<file path="src/rtl/mem_arbiter.sv">
// mem_arbiter: shares one fixed-latency memory between IF and MEM stages.
// Ports: if_* fetch side, d_* data side, mem_* memory bus, *_stall freezes.
module mem_arbiter #(
  parameter int ACCESS_CYCLES = 4
) (
  input  logic        clk,
  input  logic        rst,
  input  logic        if_req,
  input  logic [31:0] if_addr,
  output logic [31:0] if_rdata,
  output logic        if_ready,
  output logic        if_stall,
  input  logic        d_req_r,
  input  logic        d_req_w,
  input  logic [31:0] d_addr,
  input  logic [31:0] d_wdata,
  output logic [31:0] d_rdata,
  output logic        d_ready,
  output logic        d_stall,
  output logic [31:0] mem_addr,
  output logic [31:0] mem_wdata,
  output logic        mem_we,
  output logic        mem_oe,
  input  logic [31:0] mem_rdata
);
  localparam int CW = $clog2(ACCESS_CYCLES + 1);
  localparam logic [CW-1:0] CNT_LOAD = CW'(ACCESS_CYCLES - 1);

  typedef enum logic [1:0] {IDLE, BUSY, DONE} state_t;
  typedef enum logic {OWN_I, OWN_D} own_t;

  state_t        state, state_nx;
  logic [CW-1:0] cnt, cnt_nx;
  own_t          last_grant, grant;
  logic          is_write;
  logic          d_req, d_wins, take;

  // last_grant doubles as the owner of the access in flight.
  assign d_req  = d_req_r | d_req_w;
  assign d_wins = d_req & (~if_req | (last_grant == OWN_I));

  assign if_stall = if_req & ~if_ready;
  assign d_stall  = d_req & ~d_ready;

  always_comb begin
    state_nx = state;
    cnt_nx   = cnt;
    take     = 1'b0;
    grant    = d_wins ? OWN_D : OWN_I;
    mem_we   = 1'b0;
    mem_oe   = 1'b0;
    if_ready = 1'b0;
    d_ready  = 1'b0;
    unique case (state)
      IDLE: begin
        if (d_req | if_req) begin
          take     = 1'b1;
          state_nx = BUSY;
          cnt_nx   = CNT_LOAD;
        end
      end
      BUSY: begin
        mem_we = is_write;
        mem_oe = ~is_write;
        if (cnt == '0) state_nx = DONE;
        else cnt_nx = cnt - 1'b1;
      end
      DONE: begin
        if_ready = (last_grant == OWN_I);
        d_ready  = (last_grant == OWN_D);
        state_nx = IDLE;
      end
      default: state_nx = IDLE;
    endcase
  end

  always_ff @(posedge clk or posedge rst) begin
    if (rst) begin
      state <= IDLE;
      cnt   <= '0;
    end else begin
      state <= state_nx;
      cnt   <= cnt_nx;
    end
  end

  always_ff @(posedge clk or posedge rst) begin
    if (rst) begin
      last_grant <= OWN_I;
      is_write   <= 1'b0;
      mem_addr   <= '0;
      mem_wdata  <= '0;
      if_rdata   <= '0;
      d_rdata    <= '0;
    end else begin
      if (take) begin
        last_grant <= grant;
        is_write   <= (grant == OWN_D) & d_req_w;
        mem_addr   <= (grant == OWN_D) ? d_addr : if_addr;
        if (grant == OWN_D) mem_wdata <= d_wdata;
      end
      // Read data is valid on the last BUSY edge only.
      if (state == BUSY && cnt == '0 && !is_write) begin
        if (last_grant == OWN_D) d_rdata <= mem_rdata;
        else if_rdata <= mem_rdata;
      end
    end
  end

endmodule

</file>
<file path="config.mk">
export PLATFORM = sky130hd
export DESIGN_NAME = mem_arbiter
export DESIGN_NICKNAME = d
export VERILOG_FILES = /design/src/rtl/mem_arbiter.sv
export SDC_FILE = /design/constraint.sdc
export NUM_CORES = 1
export LEC_CHECK = 0
export CAP_MARGIN = 5
export CELL_PAD_IN_SITES_DETAIL_PLACEMENT = 1
export CELL_PAD_IN_SITES_GLOBAL_PLACEMENT = 2
export CORE_MARGIN = 5
export CORE_UTILIZATION = 28
export CTS_CLUSTER_DIAMETER = 60
export DETAILED_ROUTE_END_ITERATION = 8
export GPL_TIMING_DRIVEN = 1
export PLACE_DENSITY = 0.95
export SYNTH_ARGS = -nofsm -noshare
export SYNTH_HDL_FRONTEND = slang
export SYNTH_SLANG_ARGS = --single-unit
export TNS_END_PERCENT = 100
</file>
<file path="constraint.sdc">
create_clock -name clk -period 7.3 [get_ports clk]
set_input_delay 1.46 -clock clk [delete_from_list [all_inputs] [get_ports clk]]
set_output_delay 1.46 -clock clk [all_outputs]
set_load 0.01 [all_outputs]
</file>
==> results.toml <==
[critical_path]
end_kind = "primary output"
r2r_cells = 5
slowest_stage = "clkdlybuf4s50_1"
reg2reg_from = "cnt[0]"
r2r_setup_slack_ns = 4.94
worstPathArrival_ns = 2.94
crit_type = "primary input to primary output"
crit_required_ns = 5.84
start_kind = "primary input"
crit_fanout = 4
worstReg2RegEnd = "d_rdata[16]"
cpPeakStageDelay_ns = 0.62
crit_chain = "clkdlybuf4s50_1 -> nor2_1 -> nor2_1 -> clkdlybuf4s50_1"

[synth]
synth_cell_types = 29
ys_seq_elements = 135
ys.warnings.count = 0
syn_avg_cell_area_sq_um = 14.46
synth.top_cells.by_count = "dfrtp_1 (135), mux2_2 (93), a21oi_1 (34)"
synth_area_leaders = "dfrtp_1 (60%), mux2_2 (19%), mux2i_1 (5.7%)"
syn_area_sq_um = 5598
synth_top_cell_by_area = "dfrtp_1"
synth_top_area_share_pct = 60.35
async_flop_share_pct = 100.0
synthFlopType = "dfrtp_1"
syn-num-nets = 522
synthCells = 387
synth_most_common_cell = "dfrtp_1"
synth_edf_count = 0
ys_seq_area_share_pct = 60.35

[placement]
place.port_buffers = 266
hpwl_um = 13170
place_congestion = 0.7581
place_area_sq_um = 8511

[timing]
max_freq_mhz = 227.4
final_max_slew_viol_count = 0
tns_ns = 0
worst_pin_slew_ns = 0.9760
period_share_pct = 60.25
grt_setup_unrepaired = "no"
skew_ns = 0.01457
fin_crit_ns = 4.398
setup_viol = 0
hold_viol_final = 0
relSlewSlack_pct = 34.94

[finish]
nets = 790
fin_area_sq_um = 9184
areaGrowthSynthToFinish_pct = 64.06
utilization_pct = 46.88
drive_gt1_share_pct = 25.04

[floorplanning]
core_area_sq_um = 19590
initial_core_util_pct = 28.58
rows = 51
die_x_um = 151.4
num_io_pins = 267
die_h_um = 151.4
die_area_sq_um = 22920

[power]
power-per-cell-area_nw_per_um2 = 451.1
leakage_nw = 3.801
ir_drop_mv = 0.1674

[routing]
dr.pass1.iters = 4
routed_via_density = 4.510
dr.first_iter.drc_count = 36
drc = 0
ant_nets = 0
wl_um = 17300
vias = 4208
wl_per_cell_um = 18.54

[hold_path]
min-delay-start = "mem_wdata[23]"
whs_endpoint = "mem_wdata[23]"
holdPathStages = 1
min_path_type = "register to register"

[cts]
post_cts_resize_count = 0
clk_path_buf_depth = 2
cts.sink_count = 135
cts.reportedPaths.clkPinSlew_ns = 0.06
cts_max_level = 4
cts_buffers = 17
cts_tree = "done"
root_buffer = "clkbuf_16"
clkLatencyLatePin_ns = 0.41
cts_hold_buf = 0
postCtsSetupBuffers = 0

[global_route]
grt.total_usage_pct = 14.74
grt_pass1_vias = 4853
use_met2_pct = 26.47
grt_overflow = 0
grt_max_degree = 74
met1_usage_pct = 16.07
grtUsageMet3_pct = 5.865
busiest_layer = "met2"
grt_pass1_wl_um = 26090
antenna_found_initial = 1

[outcome]
status = "finished, final reports clean"

[flow_run]
drv_cap = 0
## area by class of cell
cell class,instances,area (sq um)
antenna,1,2.502
clock buffer,17,425.4
clock inverter,14,245.2
fill,2033,10410
inverter,4,20.02
multi-input combinational,225,2073
sequential,135,3378
tap,265,331.6
timing repair buffer,272,2708
## critical path, delay by kind of cell
| kind | cells | cell delay [ns] |
|---|---|---|
| buf+inv | 2 | 1.20 |
| simple gates | 2 | 0.27 |
## cell usage in the layout, fill, tap and decap left out, types with 2 or more instances in the layout
cell,instances
a21oi_1,34
a21oi_2,30
a31oi_1,2
buf_4,6
bufinv_16,6
clkbuf_16,17
clkdlybuf4s50_1,266
clkinv_4,3
dfrtp_1,135
ha_1,2
inv_1,3
inv_6,4
mux2_1,3
mux2_2,93
mux2i_1,32
nand2_1,6
nand2b_1,2
nor2_1,4
nor2b_1,2
nor3b_1,2
## per-stage QoR
step	hold WS [ns]	setup WS, ns	std cells	power (W)
CTS	0.5063	2.856	932	0.004218
global placement	0.4776	2.880	901	0.003120
finish	0.5026	2.902	933	0.004143
global route	0.5178	2.815	933	0.004376
detailed placement	0.4875	2.869	901	0.003222
floorplan	0.4572	2.229	387	0.002175
## where the power goes
group,internal [W],leakage [nW],switching [W]
Combinational,0.00106,1.92,0.000760
Clock,0.000643,0.324,0.000330
Sequential,0.00113,1.56,0.000213
## how the worst max path moves through the flow
stage | start | endpoint | slack [ns] | cells past startpoint
floorplan | rst | cnt[0] | 2.23 | 1
global placement | d_req_w | d_stall | 2.88 | 4
detailed placement | d_req_w | d_stall | 2.87 | 4
CTS | d_req_w | d_stall | 2.86 | 4
global route | d_req_w | d_stall | 2.81 | 4
finish | d_req_w | d_stall | 2.90 | 4
## state kept, by name, summed over array words and instances, names as in the netlist
| register | flops |
|---|---|
| if_rdata | 32 |
| mem_addr | 32 |
| cnt | 3 |
| last_grant | 1 |
| mem_wdata | 32 |
| is_write | 1 |
| d_rdata | 32 |
| state | 2 |
## metal layers
layer,share of wire [%],up-vias
li1,-,1923
met1,37,2096
met3,10,13
met4,1.2,0
met2,52,176
met5,0,-
## cell families (layout without fill, tap and decap cells)
family | after synthesis | count (layout) | share of synthesized area, %
AO/OA/AOI/OAI | 71 | 71 | 9.008
adder cells (fa/ha/maj) | 2 | 2 | 0.4470
buffers and inverters | 27 | 307 | 2.637
flip-flops | 135 | 135 | 60.35
multiplexers | 128 | 128 | 25.03
other | 0 | 1 | 0
AND/OR/NAND/NOR | 24 | 24 | 2.526
Note: power is estimated with default switching activity, not from simulation.
